### config.mk
export PLATFORM = sky130hd
export DESIGN_NAME = spr_shp_ctrl_flat
export DESIGN_NICKNAME = d
export VERILOG_FILES = /design/src/rtl/spr_shp_if.sv /design/src/rtl/spr_shp_ctrl.sv /design/src/flat_wrapper.sv
export SDC_FILE = /design/constraint.sdc
export NUM_CORES = 1
export LEC_CHECK = 0
export ABC_CLOCK_PERIOD_IN_PS = 3300
export CAP_MARGIN = 20
export CORE_AREA = 2 2 102 84
export CTS_BUF_LIST = sky130_fd_sc_hd__clkbuf_8
export CTS_CLUSTER_SIZE = 20
export DETAILED_ROUTE_END_ITERATION = 10
export DIE_AREA = 0 0 104 86
export GPL_TIMING_DRIVEN = 0
export PLACE_DENSITY = 0.68
export SYNTH_ARGS = -nofsm -noshare
export SYNTH_HDL_FRONTEND = slang
export SYNTH_SLANG_ARGS = --single-unit
### constraint.sdc
create_clock -name clk -period 3.3 [get_ports clk]
set_input_delay 0.66 -clock clk [delete_from_list [all_inputs] [get_ports clk]]
set_output_delay 0.66 -clock clk [all_outputs]
set_load 0.01 [all_outputs]
### src/rtl/spr_shp_if.sv
// Sync/DE, config request and status bundle for the SPR sharpness controller.
// master drives syncs and cfg_*; slave (the controller) returns enables, shadows and counters.
interface spr_shp_if #(
  parameter int PIX_W = 13,
  parameter int LIN_W = 12
);
  logic             i_hs;
  logic             i_vs;
  logic             i_de;
  logic             cfg_update;
  logic             cfg_sharp_en;
  logic             cfg_sharp_prt;
  logic [12:0]      cfg_thr_hi;
  logic [12:0]      cfg_thr_lo;
  logic             shp_pre_en;
  logic             shp_en;
  logic             spr_sharp_en;
  logic             spr_sharp_prt;
  logic [12:0]      spr_thr_hi;
  logic [12:0]      spr_thr_lo;
  logic             o_hs;
  logic             o_vs;
  logic             o_de;
  logic             cfg_ack;
  logic             err_thr;
  logic [PIX_W-1:0] pix_cnt;
  logic [LIN_W-1:0] line_cnt;

  modport master (
    output i_hs, i_vs, i_de,
    output cfg_update, cfg_sharp_en, cfg_sharp_prt,
    output cfg_thr_hi, cfg_thr_lo,
    input  shp_pre_en, shp_en,
    input  spr_sharp_en, spr_sharp_prt,
    input  spr_thr_hi, spr_thr_lo,
    input  o_hs, o_vs, o_de,
    input  cfg_ack, err_thr,
    input  pix_cnt, line_cnt
  );

  modport slave (
    input  i_hs, i_vs, i_de,
    input  cfg_update, cfg_sharp_en, cfg_sharp_prt,
    input  cfg_thr_hi, cfg_thr_lo,
    output shp_pre_en, shp_en,
    output spr_sharp_en, spr_sharp_prt,
    output spr_thr_hi, spr_thr_lo,
    output o_hs, o_vs, o_de,
    output cfg_ack, err_thr,
    output pix_cnt, line_cnt
  );
endinterface

### src/rtl/spr_shp_ctrl.sv
// Frame/line sequencer and frame-synchronous config shadow for the SPR sharpness path.
// Ports: clk, rst (sync, active-high), bus (spr_shp_if.slave: syncs/cfg in, enables/shadows/counters out).
module spr_shp_ctrl #(
  parameter int PRE_LAT = 1,
  parameter int SHP_LAT = 1,
  parameter int PIX_W   = 13,
  parameter int LIN_W   = 12
) (
  input  logic     clk,
  input  logic     rst,
  spr_shp_if.slave bus
);

  localparam int SYNC_LAT = 1 + PRE_LAT + SHP_LAT;

  typedef enum logic [1:0] {
    IDLE,
    VSTART,
    LINE_WAIT,
    ACTIVE
  } state_t;

  state_t state;
  state_t state_nx;

  logic             vs_d1;
  logic             de_d1;
  logic             vs_rise;
  logic             run;
  logic             apply;
  logic             thr_bad;
  logic             pending;
  logic             pre_en;
  logic [PRE_LAT-1:0] pre_sr;
  logic [2:0]       sync_sr [SYNC_LAT];
  logic             ack;
  logic             err;
  logic             sh_en;
  logic             sh_prt;
  logic [12:0]      sh_hi;
  logic [12:0]      sh_lo;
  logic [PIX_W-1:0] pix;
  logic [LIN_W-1:0] line;

  assign vs_rise = bus.i_vs & ~vs_d1;
  assign run     = (state != IDLE);
  assign apply   = (state == VSTART) & pending;
  assign thr_bad = (bus.cfg_thr_lo > bus.cfg_thr_hi);

  always_ff @(posedge clk) begin
    if (rst) state <= IDLE;
    else     state <= state_nx;
  end

  // A frame start pre-empts whatever the sequencer was doing.
  always_comb begin
    state_nx = state;
    if (vs_rise) begin
      state_nx = VSTART;
    end else begin
      unique case (state)
        IDLE:      state_nx = IDLE;
        VSTART:    state_nx = LINE_WAIT;
        LINE_WAIT: if (bus.i_de)  state_nx = ACTIVE;
        ACTIVE:    if (!bus.i_de) state_nx = LINE_WAIT;
        default:   state_nx = IDLE;
      endcase
    end
  end

  always_ff @(posedge clk) begin
    if (rst) begin
      vs_d1  <= 1'b0;
      de_d1  <= 1'b0;
      pre_en <= 1'b0;
      pre_sr <= '0;
      for (int i = 0; i < SYNC_LAT; i++) sync_sr[i] <= 3'b000;
    end else begin
      vs_d1  <= bus.i_vs;
      de_d1  <= bus.i_de;
      pre_en <= bus.i_de & run;
      pre_sr[0] <= pre_en;
      for (int i = 1; i < PRE_LAT; i++) pre_sr[i] <= pre_sr[i-1];
      sync_sr[0] <= {bus.i_hs, bus.i_vs, bus.i_de};
      for (int i = 1; i < SYNC_LAT; i++) sync_sr[i] <= sync_sr[i-1];
    end
  end

  // A request landing in the apply cycle itself is kept for the next frame.
  always_ff @(posedge clk) begin
    if (rst) begin
      pending <= 1'b0;
      ack     <= 1'b0;
      err     <= 1'b0;
      sh_en   <= 1'b0;
      sh_prt  <= 1'b0;
      sh_hi   <= 13'h1FFF;
      sh_lo   <= 13'h0000;
    end else begin
      ack <= apply;
      if (apply)               pending <= bus.cfg_update;
      else if (bus.cfg_update) pending <= 1'b1;
      if (apply) begin
        sh_en  <= bus.cfg_sharp_en;
        sh_prt <= bus.cfg_sharp_prt;
        sh_hi  <= bus.cfg_thr_hi;
        if (thr_bad) begin
          sh_lo <= bus.cfg_thr_hi;
          err   <= 1'b1;
        end else begin
          sh_lo <= bus.cfg_thr_lo;
          err   <= 1'b0;
        end
      end
    end
  end

  always_ff @(posedge clk) begin
    if (rst) begin
      pix  <= '0;
      line <= '0;
    end else begin
      if (run && bus.i_de) begin
        if (!de_d1)      pix <= '0;
        else if (~&pix)  pix <= pix + 1'b1;
      end
      if (state == VSTART)
        line <= '0;
      else if (run && !bus.i_de && de_d1 && ~&line)
        line <= line + 1'b1;
    end
  end

  assign bus.shp_pre_en    = pre_en;
  assign bus.shp_en        = pre_sr[PRE_LAT-1];
  assign bus.o_hs          = sync_sr[SYNC_LAT-1][2];
  assign bus.o_vs          = sync_sr[SYNC_LAT-1][1];
  assign bus.o_de          = sync_sr[SYNC_LAT-1][0];
  assign bus.cfg_ack       = ack;
  assign bus.err_thr       = err;
  assign bus.spr_sharp_en  = sh_en;
  assign bus.spr_sharp_prt = sh_prt;
  assign bus.spr_thr_hi    = sh_hi;
  assign bus.spr_thr_lo    = sh_lo;
  assign bus.pix_cnt       = pix;
  assign bus.line_cnt      = line;

endmodule

### src/flat_wrapper.sv
// flat-port wrapper written by rule: the top's interface ports become plain ports
module spr_shp_ctrl_flat 
#(
  parameter int PRE_LAT = 1,
  parameter int SHP_LAT = 1,
  parameter int PIX_W   = 13,
  parameter int LIN_W   = 12
)
  (clk, rst, bus_i_hs, bus_i_vs, bus_i_de, bus_cfg_update, bus_cfg_sharp_en, bus_cfg_sharp_prt, bus_cfg_thr_hi, bus_cfg_thr_lo, bus_shp_pre_en, bus_shp_en, bus_spr_sharp_en, bus_spr_sharp_prt, bus_spr_thr_hi, bus_spr_thr_lo, bus_o_hs, bus_o_vs, bus_o_de, bus_cfg_ack, bus_err_thr, bus_pix_cnt, bus_line_cnt);
  spr_shp_if #(.PIX_W(PIX_W), .LIN_W(LIN_W)) bus_i ();
  input  logic clk;
  input  logic rst;
  input wire logic [$bits(bus_i.i_hs)-1:0] bus_i_hs;
  input wire logic [$bits(bus_i.i_vs)-1:0] bus_i_vs;
  input wire logic [$bits(bus_i.i_de)-1:0] bus_i_de;
  input wire logic [$bits(bus_i.cfg_update)-1:0] bus_cfg_update;
  input wire logic [$bits(bus_i.cfg_sharp_en)-1:0] bus_cfg_sharp_en;
  input wire logic [$bits(bus_i.cfg_sharp_prt)-1:0] bus_cfg_sharp_prt;
  input wire logic [$bits(bus_i.cfg_thr_hi)-1:0] bus_cfg_thr_hi;
  input wire logic [$bits(bus_i.cfg_thr_lo)-1:0] bus_cfg_thr_lo;
  output wire logic [$bits(bus_i.shp_pre_en)-1:0] bus_shp_pre_en;
  output wire logic [$bits(bus_i.shp_en)-1:0] bus_shp_en;
  output wire logic [$bits(bus_i.spr_sharp_en)-1:0] bus_spr_sharp_en;
  output wire logic [$bits(bus_i.spr_sharp_prt)-1:0] bus_spr_sharp_prt;
  output wire logic [$bits(bus_i.spr_thr_hi)-1:0] bus_spr_thr_hi;
  output wire logic [$bits(bus_i.spr_thr_lo)-1:0] bus_spr_thr_lo;
  output wire logic [$bits(bus_i.o_hs)-1:0] bus_o_hs;
  output wire logic [$bits(bus_i.o_vs)-1:0] bus_o_vs;
  output wire logic [$bits(bus_i.o_de)-1:0] bus_o_de;
  output wire logic [$bits(bus_i.cfg_ack)-1:0] bus_cfg_ack;
  output wire logic [$bits(bus_i.err_thr)-1:0] bus_err_thr;
  output wire logic [$bits(bus_i.pix_cnt)-1:0] bus_pix_cnt;
  output wire logic [$bits(bus_i.line_cnt)-1:0] bus_line_cnt;
  assign bus_i.i_hs = bus_i_hs;
  assign bus_i.i_vs = bus_i_vs;
  assign bus_i.i_de = bus_i_de;
  assign bus_i.cfg_update = bus_cfg_update;
  assign bus_i.cfg_sharp_en = bus_cfg_sharp_en;
  assign bus_i.cfg_sharp_prt = bus_cfg_sharp_prt;
  assign bus_i.cfg_thr_hi = bus_cfg_thr_hi;
  assign bus_i.cfg_thr_lo = bus_cfg_thr_lo;
  assign bus_shp_pre_en = bus_i.shp_pre_en;
  assign bus_shp_en = bus_i.shp_en;
  assign bus_spr_sharp_en = bus_i.spr_sharp_en;
  assign bus_spr_sharp_prt = bus_i.spr_sharp_prt;
  assign bus_spr_thr_hi = bus_i.spr_thr_hi;
  assign bus_spr_thr_lo = bus_i.spr_thr_lo;
  assign bus_o_hs = bus_i.o_hs;
  assign bus_o_vs = bus_i.o_vs;
  assign bus_o_de = bus_i.o_de;
  assign bus_cfg_ack = bus_i.cfg_ack;
  assign bus_err_thr = bus_i.err_thr;
  assign bus_pix_cnt = bus_i.pix_cnt;
  assign bus_line_cnt = bus_i.line_cnt;
  spr_shp_ctrl #(.PRE_LAT(PRE_LAT), .SHP_LAT(SHP_LAT), .PIX_W(PIX_W), .LIN_W(LIN_W)) u_core (.clk(clk), .rst(rst), .bus(bus_i));
endmodule
After elaboration in Yosys (flattened, before gate mapping)
Memory sizes are Yosys's and may differ from the RTL's.
Index checks and enable logic that the tools add are counted.

storage, ports and cells
  bits in registers = 62
  memories = 1
  output and inout bits = 60
  logic and storage cells = 66
  RAM bits = 9
  input bits = 34

memories
  memory          depth  width  rd ports  clocked after Yosys merged registers in  wr ports  line                text
  u_core.sync_sr  3      3      3         0                                        3         spr_shp_ctrl.sv:35  logic [2:0] sync_sr [SYNC_LAT];

cells by class
  equal/unequal tests = 8
  reduce and logical (&&, ||, !) cells = 16
  add/sub/neg operators = 2
  bitwise operators = 7
  magnitude comparators = 1
  mux-type cells = 16

operators with widths
  operator                                                          number
  13-bit two-way mux                                                3
  13-bit by 1-bit adder with 13-bit output (second input constant)  1
  13-bit greater-than comparator                                    1
  13-bit AND reduction                                              1
  12-bit by 1-bit adder with 12-bit output (second input constant)  1
  12-bit AND reduction                                              1
  3-bit two-way mux                                                 3
  2-bit case mux with 4 select lines                                1
  1-bit two-way mux                                                 7
  2-bit != test (second input constant)                             3
  3-bit by 2-bit != test with 1-bit output (second input constant)  2
  2-bit AND reduction                                               3
  2-bit == test (second input constant)                             2
  1-bit logical AND                                                 4
  2-bit two-way mux                                                 2
  2-bit nonzero test                                                2
  2-bit OR reduction                                                2
  1-bit AND                                                         3
  1-bit OR                                                          3
  2-bit by 1-bit == test with 1-bit output (second input constant)  1
  1-bit zero test                                                   2
  2-bit zero test                                                   1
  1-bit inverter                                                    1

Depth between registers and ports, before layout
  depth after elaboration = 4
  gate-level depth with buffers = 9
  mapped depth without buffers = 8

Worst setup path after synthesis
Ideal clock, no wire load.

  path type = input to register
  start point = in bus_cfg_thr_hi[8]
  end point = reg u_core.sh_lo[2], in the netlist u_core.bus.spr_thr_lo[2]
  slack = 887 ps
  buffers on the path = 1
  setup time = 119 ps
  stages = 9
  arrival time = 2294 ps
  cell sequence = inv_1 > ha_1 > a21oi_1 > o21ai_0 > a221o_1 > o21ai_0 > nand2_1 > buf_2 > o221a_2

on the way
  word-level cells in the longest chain between the ends = 2

RTL lines
  element                         line                 text
  start, declared                 flat_wrapper.sv:19   input wire logic [$bits(bus_i.cfg_thr_hi)-1:0] bus_cfg_thr_hi;
  13-bit greater-than comparator  spr_shp_ctrl.sv:48   assign thr_bad = (bus.cfg_thr_lo > bus.cfg_thr_hi);
  13-bit two-way mux              spr_shp_ctrl.sv:107  if (thr_bad) begin
  end signal, assigned            spr_shp_ctrl.sv:108  sh_lo <= bus.cfg_thr_hi;
  end signal, assigned            spr_shp_ctrl.sv:111  sh_lo <= bus.cfg_thr_lo;
  end, declared                   spr_shp_ctrl.sv:41   logic [12:0] sh_lo;

Every way passes these cells.
A chain may end at the register's enable or synchronous reset.

Worst setup path in the final report
  start point = in bus_cfg_thr_hi[11]
  end point = reg u_core.sh_lo[5], in the netlist u_core.bus.spr_thr_lo[5]

Same word-level chain as after synthesis.

==> parameters.txt <==
Parameter                              Value

Yosys
  Synthesized instance count    342
  Compound-cell area share of the yosys netlist    12.8%
  Fraction of the yosys area taken by sequential cells    45.9%
  Synth cell types    38
  Proportion of synthesized area in mux cells    roughly 1.4%
  Synth Area in Simple Gates    24.2%
  Cell Area, Synth    0.00301 mm^2
  Adder and majority gate portion of the synthesized area    under 10%
  Number of warnings reported in the yosys synthesis log    0
  Syn_nets    391
  Mean cell area of the mapped netlist    8.80 um^2
  Top flip-flop cell by instance count after synthesis    sky130_fd_sc_hd__dfxtp_1
  Synth async-reset ratio    0%
  Number of enable flip-flop cells after synthesis    0
  Number of synthesized register bits    69
  Parity-gate share of the synthesized area counting xor and xnor cells    roughly 5.5%
  Largest family of logic cells by synthesized area    simple AND/OR/NAND/NOR gates

Worst setup path
  Arrival @ worst endpoint    3.09 ns
  Required time worst endpoint    3.53 ns
  Buffering stage count on the worst path with inverters included    3
  CP endpoint kind    flop
  Standard cell with the maximum stage delay on the critical path    sky130_fd_sc_hd__clkdlybuf4s50_1
  Critical path cell sequence    clkdlybuf4s50_1, inv_1, ha_1, and4_1, nand2_1, a31oi_1, o21ai_0, or2_2, buf_4, o221a_2
  Kind of launch point of the worst setup path    input port
  Worst-case register-to-register setup slack    1.32 ns
  Kind of critical path    input port to flop
  Worst path max stage delay    approximately 0.52 ns
  Largest delay contributor family on the critical path    buffers and inverters
  Peak fanout along the critical path    10

Final layout
  Most common cell after layout, fill and taps aside    sky130_fd_sc_hd__clkdlybuf4s50_1
  Most frequent cells in the layout    sky130_fd_sc_hd__clkdlybuf4s50_1 (93), sky130_fd_sc_hd__nor2_1 (80), sky130_fd_sc_hd__dfxtp_1 (69)
  Share of final-layout standard cells stronger than drive strength 1    7.98%
  Count of nets after finishing    495
  Area of combinational cells with multiple inputs    ~0.0015 mm^2
  Post-Route Utilization    54.9%
  Count of antenna diodes in the layout    0
  Filler instances    756
  Sequential cell area    0.00138 mm^2
  Final std cell area, no fill    between 0.004 and 0.005 mm^2
  Layout overhead on the synthesized area    42.9%

Die
  Die span in x    104 um
  Die Span Y    approximately 86 um
  Initial standard-cell utilization of the core    a little under two fifths
  Site Rows    29
  Boundary pin count    94
  Placeable core region    roughly 0.0078 mm^2
  Area enclosed by the die boundary    0.00894 mm^2

CTS
  Count of H-tree levels built during CTS    3
  CTS tree    yes
  Number of post-CTS setup repair buffers    0
  CTS root buf    sky130_fd_sc_hd__clkbuf_8
  Count of cells resized by post-cts repair    0
  Clock latency on the worst-skew pair    0.34 ns
  Cts bufs inserted    9
  Post-CTS clock slew at the launch and capture registers of the worst setup and hold paths    about 0.070 ns
  # hold bufs at CTS    0
  Number of buffers between clock root and the deepest sink    2
  Clock sink count    69

Hold path
  Worst min-delay path class    flop to flop

Timing
  Endpoints failing setup    0
  Final hold slack    0.439 ns
  Slew Limit Headroom    54.1%
  Number of hold violations in the final report    0
  Post-route clock skew    ~0.0062 ns
  Final critical delay including setup and external delays    2.86 ns
  RSZ-0062 raised after global routing    false
  Max Freq    350 MHz
  Final critical-path share of the clock period    86.6%
  Worst Tran Pin Value    0.681 ns
  Setup TNS    0 ns
  Number of max-slew violations in the final report    0

Routing
  Post-detailed-route wirelength per cell    around 14 um
  Total number of vias    2641
  Detailed-router iteration count before antenna repair    4
  Vias per std cell    ~4.7
  Remaining routing DRC violations    0
  Final Routed Wirelength    roughly 7600 um
  1st-iter DRT viols    58
  Final ANT Viol Nets    0

Power and ir drop
  Max VDD drop    210 uV
  Power per cell area    430 mW/mm^2
  Leakage    1.73 nW

Run
  Max cap viols    0

Placed design
  HPWL reported at the end of detailed placement    approximately 5600 um
  Last weighted congestion value of the routability-driven placer    0.808
  Input/output buffers    93
  Standard cell area after detailed placement    ~0.0041 mm^2

GRT
  Number of global-route vias before repair    2550
  Initial antenna violation count    0
  Largest net degree at the start of global routing    13
  Residual overflow from global routing    0
  Total Routing Usage GR    17.2%
  Wire length of the first global-routing pass    between 10000 and 15000 um

Run status
  Status    finished clean
-- metrics by stage --
step           setup slack [ns]  power, mW  cells
6_report                  0.442       1.85    559
5_1_grt                   0.294       1.93    559
4_1_cts                   0.460       1.88    559
3_5_place_dp              0.106       1.09    543
3_3_place_gp              0.111       1.09    543
2_1_floorplan             0.887      0.981    342
-- kinds of logic after synthesis --
logic type               after synthesis
AND/OR/NAND/NOR                      154
flip-flops                            69
AO/OA/AOI/OAI                         51
buffers and inverters                 30
XOR/XNOR                              19
adder cells (fa/ha/maj)               15
multiplexers                           4
-- cell type report --
class | count | area share (%)
Buffer | 14 | 1.34
Tap cell | 108 | 3.14
Inverter | 16 | 1.40
Timing Repair Buffer | 93 | 21.7
Clock inverter | 6 | 2.01
Multi-Input combinational cell | 243 | 35.1
Clock buffer | 10 | 3.20
Sequential cell | 69 | 32.1
-- Yosys cell counts (2+ instances only) --
library cell	number	share of area, %
sky130_fd_sc_hd__o21ai_0	5	0.83
sky130_fd_sc_hd__a211oi_1	2	0.50
sky130_fd_sc_hd__ha_1	15	6.2
sky130_fd_sc_hd__inv_1	16	2.0
sky130_fd_sc_hd__dfxtp_1	69	46
sky130_fd_sc_hd__nand2_1	17	2.1
sky130_fd_sc_hd__mux2i_1	3	1.0
sky130_fd_sc_hd__nand2b_1	3	0.62
sky130_fd_sc_hd__and4_1	3	0.87
sky130_fd_sc_hd__clkbuf_1	11	1.4
sky130_fd_sc_hd__nand3_1	11	1.8
sky130_fd_sc_hd__nor2_1	80	10
sky130_fd_sc_hd__and3_1	8	1.7
sky130_fd_sc_hd__o21bai_1	14	3.5
sky130_fd_sc_hd__a21oi_1	13	2.2
sky130_fd_sc_hd__nand4_1	7	1.5
sky130_fd_sc_hd__xor2_1	15	4.4
sky130_fd_sc_hd__nor2b_1	15	3.1
sky130_fd_sc_hd__xnor2_1	4	1.2
sky130_fd_sc_hd__or2_2	3	0.62
sky130_fd_sc_hd__o221a_2	11	4.1
-- final timing paths --
| kind | start | end | cells after the start |
|---|---|---|---|
| hold / removal | u_core.sync_sr[0][3] | u_core.sync_sr[0][6] | 1 |
| hold reg to reg | u_core.sync_sr[0][3] | u_core.sync_sr[0][6] | 1 |
| setup / recovery | bus_cfg_thr_hi[11] | u_core.bus.spr_thr_lo[5] | 10 |
| setup reg to reg | u_core.bus.pix_cnt[0] | u_core.bus.pix_cnt[4] | 7 |
-- power breakdown --
part | internal, mW | leakage, nW | switching (mW) | total, mW
clock network | 0.445 | 0.112 | 0.333 | 0.778
logic | 0.108 | 1.06 | 0.0951 | 0.203
registers | 0.855 | 0.560 | 0.0122 | 0.867
-- per-layer routing --
layer  routed length [um]  part of all wire [%]  GRT usage, %  up-vias
met2                 3480                    46          27.9       53
met4                   52                  0.69          4.42        0
met3                  347                   4.6          5.24        4
met5                    0                     0             0        -
met1                 3690                    49          22.6     1221
li1                     -                     -             -     1363
-- flip-flops by register name, indices dropped and copies added (netlist names), 2 cells and up --
| name | flops |
|---|---|
| u_core.bus.pix_cnt | 13 |
| u_core.bus.spr_thr_lo | 13 |
| u_core.state | 2 |
| u_core.sync_sr | 9 |
| u_core.bus.line_cnt | 12 |
| u_core.bus.spr_thr_hi | 13 |
Note: power is estimated with default switching activity, not from simulation.
